File: config.mk
export PLATFORM = sky130hd
export DESIGN_NAME = mac_result_drain_flat
export DESIGN_NICKNAME = d
export VERILOG_FILES = /design/src/rtl/mac_pkg.sv /design/src/rtl/mac_result_drain_if.sv /design/src/rtl/mac_result_drain_fifo.sv /design/src/rtl/mac_result_drain.sv /design/src/flat_wrapper.sv
export SDC_FILE = /design/constraint.sdc
export NUM_CORES = 1
export LEC_CHECK = 0
export ABC_AREA = 0
export BUFFER_PORTS_ARGS = -buffer_cell sky130_fd_sc_hd__buf_2
export CORE_UTILIZATION = 35
export DETAILED_ROUTE_END_ITERATION = 12
export PLACE_DENSITY = 0.49
export RECOVER_POWER = 100
export SYNTH_ARGS = -nofsm -noshare
export SYNTH_HDL_FRONTEND = slang
export SYNTH_SLANG_ARGS = --single-unit
File: constraint.sdc
create_clock -name clk -period 17.09 [get_ports clk]
set_input_delay 5.127 -clock clk [delete_from_list [all_inputs] [get_ports clk]]
set_output_delay 5.127 -clock clk [all_outputs]
set_load 0.03 [all_outputs]
File: src/rtl/mac_pkg.sv
// Shared types and sizing for the MAC result drain: result beat layout and FSM states.
package mac_pkg;

  localparam int DATA_W    = 64;
  localparam int DEPTH_DEF = 8;

  typedef struct packed {
    logic              err;
    logic [DATA_W-1:0] data;
  } mac_res_t;

  typedef enum logic [1:0] {IDLE, RUN, DONE} drain_state_t;

endpackage

File: src/rtl/mac_result_drain_if.sv
// Bundle of job control, MAC result beats, issue credit and store-side handshake signals.
interface mac_result_drain_if
  import mac_pkg::*;
#(
  parameter int IDX_W = 16
) ();

  logic              job_start;
  logic [IDX_W-1:0]  job_len;
  logic              issue_valid;
  logic              issue_ready;
  logic              store_valid;
  logic [DATA_W-1:0] res_out;
  logic              error_flag;
  logic              out_valid;
  logic              out_ready;
  logic [DATA_W-1:0] out_data;
  logic              out_error;
  logic [IDX_W-1:0]  out_index;
  logic              busy;
  logic              done;
  logic              spurious_err;
  logic              overflow_err;

  // Handshakes (issue_*, out_*): a transfer happens on a rising edge where valid and
  // ready are both 1; valid never waits on ready, and an offered head holds its
  // payload stable until it is taken. store_valid has no ready: the pipeline cannot stall.
  modport master (
    output job_start, job_len, issue_valid, store_valid, res_out, error_flag, out_ready,
    input  issue_ready, out_valid, out_data, out_error, out_index, busy, done,
           spurious_err, overflow_err
  );

  modport slave (
    input  job_start, job_len, issue_valid, store_valid, res_out, error_flag, out_ready,
    output issue_ready, out_valid, out_data, out_error, out_index, busy, done,
           spurious_err, overflow_err
  );

endinterface

File: src/rtl/mac_result_drain_fifo.sv
// First-word-fall-through FIFO of result beats; the head is readable whenever empty_o is low.
module drain_fifo
  import mac_pkg::*;
#(
  parameter int DEPTH = DEPTH_DEF
) (
  input  logic                   clk,
  input  logic                   rst_n,
  input  logic                   push_i,
  input  mac_res_t               wr_data_i,
  input  logic                   pop_i,
  output mac_res_t               rd_data_o,
  output logic                   full_o,
  output logic                   empty_o,
  output logic [$clog2(DEPTH):0] count_o
);

  localparam int PTR_W = $clog2(DEPTH);
  localparam int CNT_W = PTR_W + 1;

  mac_res_t         mem_q [DEPTH];
  logic [PTR_W-1:0] wr_ptr_q;
  logic [PTR_W-1:0] rd_ptr_q;
  logic [CNT_W-1:0] count_q;
  logic             do_push;
  logic             do_pop;

  assign full_o    = (count_q == CNT_W'(DEPTH));
  assign empty_o   = (count_q == '0);
  assign do_pop    = pop_i && !empty_o;
  // A pop frees the slot in the same cycle, so a full FIFO still takes a push then.
  assign do_push   = push_i && (!full_o || do_pop);
  assign rd_data_o = mem_q[rd_ptr_q];
  assign count_o   = count_q;

  always_ff @(posedge clk) begin
    if (do_push) mem_q[wr_ptr_q] <= wr_data_i;
  end

  always_ff @(posedge clk or negedge rst_n) begin
    if (!rst_n) begin
      wr_ptr_q <= '0;
      rd_ptr_q <= '0;
      count_q  <= '0;
    end else begin
      if (do_push) wr_ptr_q <= wr_ptr_q + PTR_W'(1);
      if (do_pop)  rd_ptr_q <= rd_ptr_q + PTR_W'(1);
      count_q <= count_q + CNT_W'(do_push) - CNT_W'(do_pop);
    end
  end

endmodule

File: src/rtl/mac_result_drain.sv
// Receive end of the MAC pipeline: buffers result beats, grants issue credits so every
// in-flight op has a reserved slot, and tracks job progress to a done pulse.
module mac_result_drain
  import mac_pkg::*;
#(
  parameter int DEPTH = DEPTH_DEF,
  parameter int IDX_W = 16
) (
  input  logic                clk,
  input  logic                rst_n,
  mac_result_drain_if.slave   bus,
  output drain_state_t        state_o
);

  localparam int CNT_W = $clog2(DEPTH) + 1;

  drain_state_t     state_q;
  logic [IDX_W-1:0] len_q;
  logic [IDX_W-1:0] issued_q;
  logic [IDX_W-1:0] accepted_q;
  logic [IDX_W-1:0] index_q;
  logic [CNT_W-1:0] inflight_q;
  logic [CNT_W-1:0] inflight_d;
  logic [CNT_W-1:0] fifo_count;
  logic [CNT_W:0]   occupancy;
  logic             done_q;
  logic             spur_q;
  logic             ovf_q;
  logic             fifo_full;
  logic             fifo_empty;
  logic             issue_ok;
  logic             issue_fire;
  logic             pop;
  logic             store_dec;
  mac_res_t         beat;
  mac_res_t         head;

  assign beat = {bus.error_flag, bus.res_out};

  drain_fifo #(.DEPTH(DEPTH)) u_fifo (
    .clk       (clk),
    .rst_n     (rst_n),
    .push_i    (bus.store_valid),
    .wr_data_i (beat),
    .pop_i     (pop),
    .rd_data_o (head),
    .full_o    (fifo_full),
    .empty_o   (fifo_empty),
    .count_o   (fifo_count)
  );

  // Credit is DEPTH minus buffered minus in-flight; spurious beats can push the sum past
  // DEPTH, so compare the widened sum instead of subtracting.
  assign occupancy  = {1'b0, fifo_count} + {1'b0, inflight_q};
  assign issue_ok   = (state_q == RUN) && (occupancy < (CNT_W+1)'(DEPTH)) && (issued_q < len_q);
  assign issue_fire = bus.issue_valid && issue_ok;
  assign pop        = !fifo_empty && bus.out_ready;
  assign store_dec  = bus.store_valid && (inflight_q != '0);
  assign inflight_d = inflight_q + CNT_W'(issue_fire) - CNT_W'(store_dec);

  always_ff @(posedge clk or negedge rst_n) begin
    if (!rst_n) begin
      state_q    <= IDLE;
      len_q      <= '0;
      issued_q   <= '0;
      accepted_q <= '0;
      index_q    <= '0;
      inflight_q <= '0;
      done_q     <= 1'b0;
      spur_q     <= 1'b0;
      ovf_q      <= 1'b0;
    end else begin
      inflight_q <= inflight_d;
      done_q     <= 1'b0;
      if (bus.store_valid && (inflight_q == '0)) spur_q <= 1'b1;
      if (bus.store_valid && fifo_full && !pop)  ovf_q  <= 1'b1;
      if (issue_fire) issued_q <= issued_q + IDX_W'(1);
      if (pop) begin
        accepted_q <= accepted_q + IDX_W'(1);
        index_q    <= index_q + IDX_W'(1);
      end
      case (state_q)
        IDLE: if (bus.job_start) begin
          state_q    <= RUN;
          len_q      <= (bus.job_len == '0) ? IDX_W'(1) : bus.job_len;
          issued_q   <= '0;
          accepted_q <= '0;
          index_q    <= '0;
        end
        RUN: if (accepted_q == len_q) begin
          state_q <= DONE;
          done_q  <= 1'b1;
        end
        DONE:    state_q <= IDLE;
        default: state_q <= IDLE;
      endcase
    end
  end

  assign bus.issue_ready  = issue_ok;
  assign bus.out_valid    = !fifo_empty;
  assign bus.out_data     = fifo_empty ? '0 : head.data;
  assign bus.out_error    = fifo_empty ? 1'b0 : head.err;
  assign bus.out_index    = index_q;
  assign bus.busy         = (state_q != IDLE);
  assign bus.done         = done_q;
  assign bus.spurious_err = spur_q;
  assign bus.overflow_err = ovf_q;
  assign state_o          = state_q;

endmodule
File: src/flat_wrapper.sv
// flat-port wrapper written by rule: the top's interface ports become plain ports
module mac_result_drain_flat import mac_pkg::*;
#(
  parameter int DEPTH = DEPTH_DEF,
  parameter int IDX_W = 16
)
  (clk, rst_n, state_o, bus_job_start, bus_job_len, bus_issue_valid, bus_store_valid, bus_res_out, bus_error_flag, bus_out_ready, bus_issue_ready, bus_out_valid, bus_out_data, bus_out_error, bus_out_index, bus_busy, bus_done, bus_spurious_err, bus_overflow_err);
  mac_result_drain_if #(.IDX_W(IDX_W)) bus_i ();
  input  logic clk;
  input  logic rst_n;
  output drain_state_t state_o;
  input wire logic [$bits(bus_i.job_start)-1:0] bus_job_start;
  input wire logic [$bits(bus_i.job_len)-1:0] bus_job_len;
  input wire logic [$bits(bus_i.issue_valid)-1:0] bus_issue_valid;
  input wire logic [$bits(bus_i.store_valid)-1:0] bus_store_valid;
  input wire logic [$bits(bus_i.res_out)-1:0] bus_res_out;
  input wire logic [$bits(bus_i.error_flag)-1:0] bus_error_flag;
  input wire logic [$bits(bus_i.out_ready)-1:0] bus_out_ready;
  output wire logic [$bits(bus_i.issue_ready)-1:0] bus_issue_ready;
  output wire logic [$bits(bus_i.out_valid)-1:0] bus_out_valid;
  output wire logic [$bits(bus_i.out_data)-1:0] bus_out_data;
  output wire logic [$bits(bus_i.out_error)-1:0] bus_out_error;
  output wire logic [$bits(bus_i.out_index)-1:0] bus_out_index;
  output wire logic [$bits(bus_i.busy)-1:0] bus_busy;
  output wire logic [$bits(bus_i.done)-1:0] bus_done;
  output wire logic [$bits(bus_i.spurious_err)-1:0] bus_spurious_err;
  output wire logic [$bits(bus_i.overflow_err)-1:0] bus_overflow_err;
  assign bus_i.job_start = bus_job_start;
  assign bus_i.job_len = bus_job_len;
  assign bus_i.issue_valid = bus_issue_valid;
  assign bus_i.store_valid = bus_store_valid;
  assign bus_i.res_out = bus_res_out;
  assign bus_i.error_flag = bus_error_flag;
  assign bus_i.out_ready = bus_out_ready;
  assign bus_issue_ready = bus_i.issue_ready;
  assign bus_out_valid = bus_i.out_valid;
  assign bus_out_data = bus_i.out_data;
  assign bus_out_error = bus_i.out_error;
  assign bus_out_index = bus_i.out_index;
  assign bus_busy = bus_i.busy;
  assign bus_done = bus_i.done;
  assign bus_spurious_err = bus_i.spurious_err;
  assign bus_overflow_err = bus_i.overflow_err;
  mac_result_drain #(.DEPTH(DEPTH), .IDX_W(IDX_W)) u_core (.clk(clk), .rst_n(rst_n), .bus(bus_i), .state_o(state_o));
endmodule
==> results.txt <==
The clock transition at the registers of the reported paths came out at 0.06 ns. The total core area is 0.0685 sq mm. The count of unresolved DRC violations after routing came out at 0. The number of hold buffers added after CTS was 0.

The clock insertion delay at the later pin of the skew report is 0.61 ns. Leaving out fill and tap cells, the most frequent cell in the layout is sky130_fd_sc_hd__edfxtp_1. The library cells used most frequently in the layout, excluding fill and tap cells, are sky130_fd_sc_hd__edfxtp_1, sky130_fd_sc_hd__clkbuf_1, sky130_fd_sc_hd__mux4_2. The global-route usage over all layers came out at 16.1%. The max-capacitance violation count is 20.

The depth of the worst register-to-register path is 12. Data on the critical path arrives at its endpoint at 6.39 ns. The number of flops mapped to enable cells by yosys is 520. The die is 265 um wide. The maximum operating frequency is 86.9 MHz. The total negative slack for setup checks is 0 ns. The largest fanout on the critical path is 44. For this run, the number of Yosys warnings is 0. Dividing the final minimum period by the clock period gives 67.4%. The number of standard cells after synthesis is 1,305. For hold timing, the worst endpoint is u_core.bus.spurious_err. The combined area of all synthesized cells is 0.0242 sq mm. The startpoint identified for the worst register-to-register timing path is u_core.u_fifo.count_o[1]. The total CTS buffers is 68.

Of the post-synthesis cell area, the dominant cell type holds 64.6%. The post-synthesis cell type count came out at 42. The placer's final routability congestion estimate came out at 0.717.

The area growth from synthesis to layout came out at 15.9%. The number of nets in the layout is 1,637. The average instance in the mapped netlist occupies 18.5 sq um. The tree is rooted in a sky130_fd_sc_hd__clkbuf_16. The highest ir drop seen on vdd came out at 0.0850 mV. The worst setup path is launched from a flop. The number of nets in the synthesized netlist is 1,428.

The worst-case setup margin in the final layout is 5.58 ns. After global routing the overflow that remains totals 0. The total wire length is 55.4 mm.

The depth of the worst hold-timing path is 1. The tree built by TritonCTS fans out to 603 sinks. The portion of netlist area occupied by mux cells is 14.9%. The cell count after placement is 2,326. The number of standard cells in the layout, taps in and fillers out is 2,448. For the finished layout, the period the worst path requires is 11.51 ns.

The fraction of synthesis flops using an asynchronous set or reset pin is 13.8%. The initial antenna violation count came out at 6. For this design the ratio of total power to cell area is 178 mW/mm^2. After floorplanning, the core was divided into 96 placement rows. The final setup violation count came out at 0. The pin count of the biggest net entering global routing came out at 80. The count of buffers from port buffering is 175. Post-CTS timing repair inserted 0 buffers for setup.

TritonCTS built the clock tree. The fraction of the mapped netlist area in adder cells is 1.92%. STA classifies the critical path endpoint as an output pin. The die outline area came out at 0.0702 sq mm. The first-pass GRT wire length is 84.2 mm. Sequential elements use 73.1% of the synthesized area. The simple logic cell fraction of the synthesized area came out at 4.87%.

The xor-xnor portion of the synthesized cell area is 1.88%. The count of endpoints failing hold in the final timing report is 0. The critical path is of the reg2out type. The via density per instance is 5.02.

The H-tree generated during clock tree synthesis spans 3 levels. Setup repair after global routing left no endpoint under its margin. The max-slew headroom at the worst pin is -189%. The fraction of the mapped netlist area in compound gates is 1.74%. The number of routed nets with antenna violations came out at 0. The max-slew violation count is 791.

The minimum setup slack among reg-to-reg paths came out at 10.53 ns. The slew at the pin closest to its max-slew limit came out at 4.33 ns. The number of iterations in the first detailed-routing pass is 5. The clock tree buffer depth came out at 3.

Summed over all cells, the static leakage comes to 9.58 nW. After synthesis, the largest family of logic cells by area is multiplexers. After synthesis the netlist holds a flip-flop and latch count of 603. The detailed-route wire length per cell came out at 22.6 um.

The die extent in y is 265 um. The required time at the worst-slack endpoint is 11.96 ns. The initial detailed-routing violation count came out at 752.

The share of final-layout standard cells stronger than drive strength 1 is 16.4%. For this block, the via count after detailed routing is 12,300. The initial utilization of the core area, before any placement, comes to 35.3%.

The end of the worst register-to-register path is u_core.u_fifo.count_o[2]. In the post-synthesis netlist, the biggest area contributors are sky130_fd_sc_hd__edfxtp_1, sky130_fd_sc_hd__mux4_2, sky130_fd_sc_hd__dfrtp_1. The via count of the first global-routing pass came out at 13,200. The flow ran to the end, but the final reports show violations. The I/O pin count is 176. The worst clock skew is 0.0210 ns. The startpoint identified for the worst hold timing path is u_core.bus.spurious_err. The count of filler cells inserted in the layout is 6,264. The min-delay analysis places its worst path in the category reg2reg. The most used flip-flop cell after synthesis is sky130_fd_sc_hd__edfxtp_1. The number of gates given a new drive strength after cts is 0.

The checks that failed: capacitance limit, slew limit. Summed over all instances, the cell type with the most area after synthesis is sky130_fd_sc_hd__edfxtp_1. The setup slack after placement came out at 8.51 ns. Detailed placement ended at an HPWL of 30.8 mm.
## worst max-delay path by stage
| stage | start | end | slack (ns) | cells past startpoint |
|---|---|---|---|---|
| 6_report | u_core.u_fifo.rd_ptr_q[0] | bus_out_data[6] | 5.58 | 5 |
| 5_1_grt | u_core.u_fifo.rd_ptr_q[0] | bus_out_data[6] | 4.75 | 5 |
| 4_1_cts | u_core.u_fifo.rd_ptr_q[0] | bus_out_data[18] | 7.84 | 6 |
| 3_5_place_dp | u_core.u_fifo.rd_ptr_q[0] | bus_out_data[18] | 8.51 | 6 |
| 3_3_place_gp | u_core.u_fifo.rd_ptr_q[0] | bus_out_data[18] | 8.48 | 6 |
| 2_1_floorplan | bus_out_ready | u_core.u_fifo.mem_q[0][0] | 6.53 | 5 |
## synth_stat cells (13+ instances only)
cell                       instances
sky130_fd_sc_hd__mux2i_1          67
sky130_fd_sc_hd__a21oi_1          25
sky130_fd_sc_hd__or3_1            15
sky130_fd_sc_hd__nand2_1          48
sky130_fd_sc_hd__edfxtp_1        520
sky130_fd_sc_hd__nand3_1          22
sky130_fd_sc_hd__inv_1            37
sky130_fd_sc_hd__o21ai_0          29
sky130_fd_sc_hd__buf_1            13
sky130_fd_sc_hd__clkbuf_1         34
sky130_fd_sc_hd__xnor2_1          13
sky130_fd_sc_hd__ha_1             34
sky130_fd_sc_hd__xor2_1           39
sky130_fd_sc_hd__mux4_2          130
sky130_fd_sc_hd__dfrtp_1          83
sky130_fd_sc_hd__nor2_1          110
## routing by layer
layer	GRT usage, %	part of all wire, %	vias to the layer above
met3	3.80	4.7	91
met1	21.3	44	6434
met4	4.31	2.0	10
met2	26.6	49	219
met5	0	0.12	-
li1	-	-	5542
## flip-flops by register name, summed over array words and instances (netlist names)
| name | cells |
|---|---|
| u_core.u_fifo.wr_ptr_q | 3 |
| u_core.bus.overflow_err | 1 |
| u_core.issued_q | 16 |
| u_core.bus.done | 1 |
| u_core.state_o | 2 |
| u_core.len_q | 16 |
| u_core.u_fifo.rd_ptr_q | 3 |
| u_core.u_fifo.mem_q | 520 |
| u_core.inflight_q | 4 |
| u_core.u_fifo.count_o | 4 |
| u_core.bus.out_index | 16 |
| u_core.bus.spurious_err | 1 |
| u_core.accepted_q | 16 |
## through the flow
step	util, %	cell area [sq um]	total power [W]	hold WS [ns]
2_1_floorplan	-	24200	0.00314	0.486
3_3_place_gp	38.2	26200	0.00366	0.440
3_5_place_dp	38.2	26200	0.00367	0.448
4_1_cts	41.4	28300	0.00511	0.462
5_1_grt	40.9	28000	0.00525	0.491
6_report	40.9	28000	0.00499	0.458
## where the power goes
group          switching [W]  internal [W]
Combinational        0.00101      0.000575
Clock               0.000594      0.000833
Sequential          0.000127       0.00185
Total                0.00173       0.00326
## layout make-up
class | count | area, sq um | area share, %
Timing Repair Buffer | 196 | 781 | 2.78
Sequential cell | 603 | 17700 | 63.1
Inverter | 37 | 139 | 0.495
Tap cell | 882 | 1100 | 3.94
Antenna cell | 1 | 2.50 | 0.00893
Clock buffer | 84 | 1800 | 6.44
Multi-Input combinational cell | 608 | 6130 | 21.9
Clock inverter | 37 | 380 | 1.36
## worst max-delay path, cell delays in order, from the launching register on
cell	delay, ns
sky130_fd_sc_hd__dfrtp_1	1.32
sky130_fd_sc_hd__clkbuf_1	2.90
sky130_fd_sc_hd__mux4_2	0.77
sky130_fd_sc_hd__mux2i_1	0.30
sky130_fd_sc_hd__nor2_1	0.10
sky130_fd_sc_hd__clkbuf_1	0.37
## cells by family after synthesis
| logic type | count (synthesis) |
|---|---|
| muxes | 197 |
| and+or+nand+nor | 253 |
| AOI/OAI and AO/OA | 70 |
| adders and majority gates | 36 |
| DFF | 603 |
| xor gates and xnor gates | 52 |
| buffers and inverters | 94 |
(Power assumes the default switching activity.)
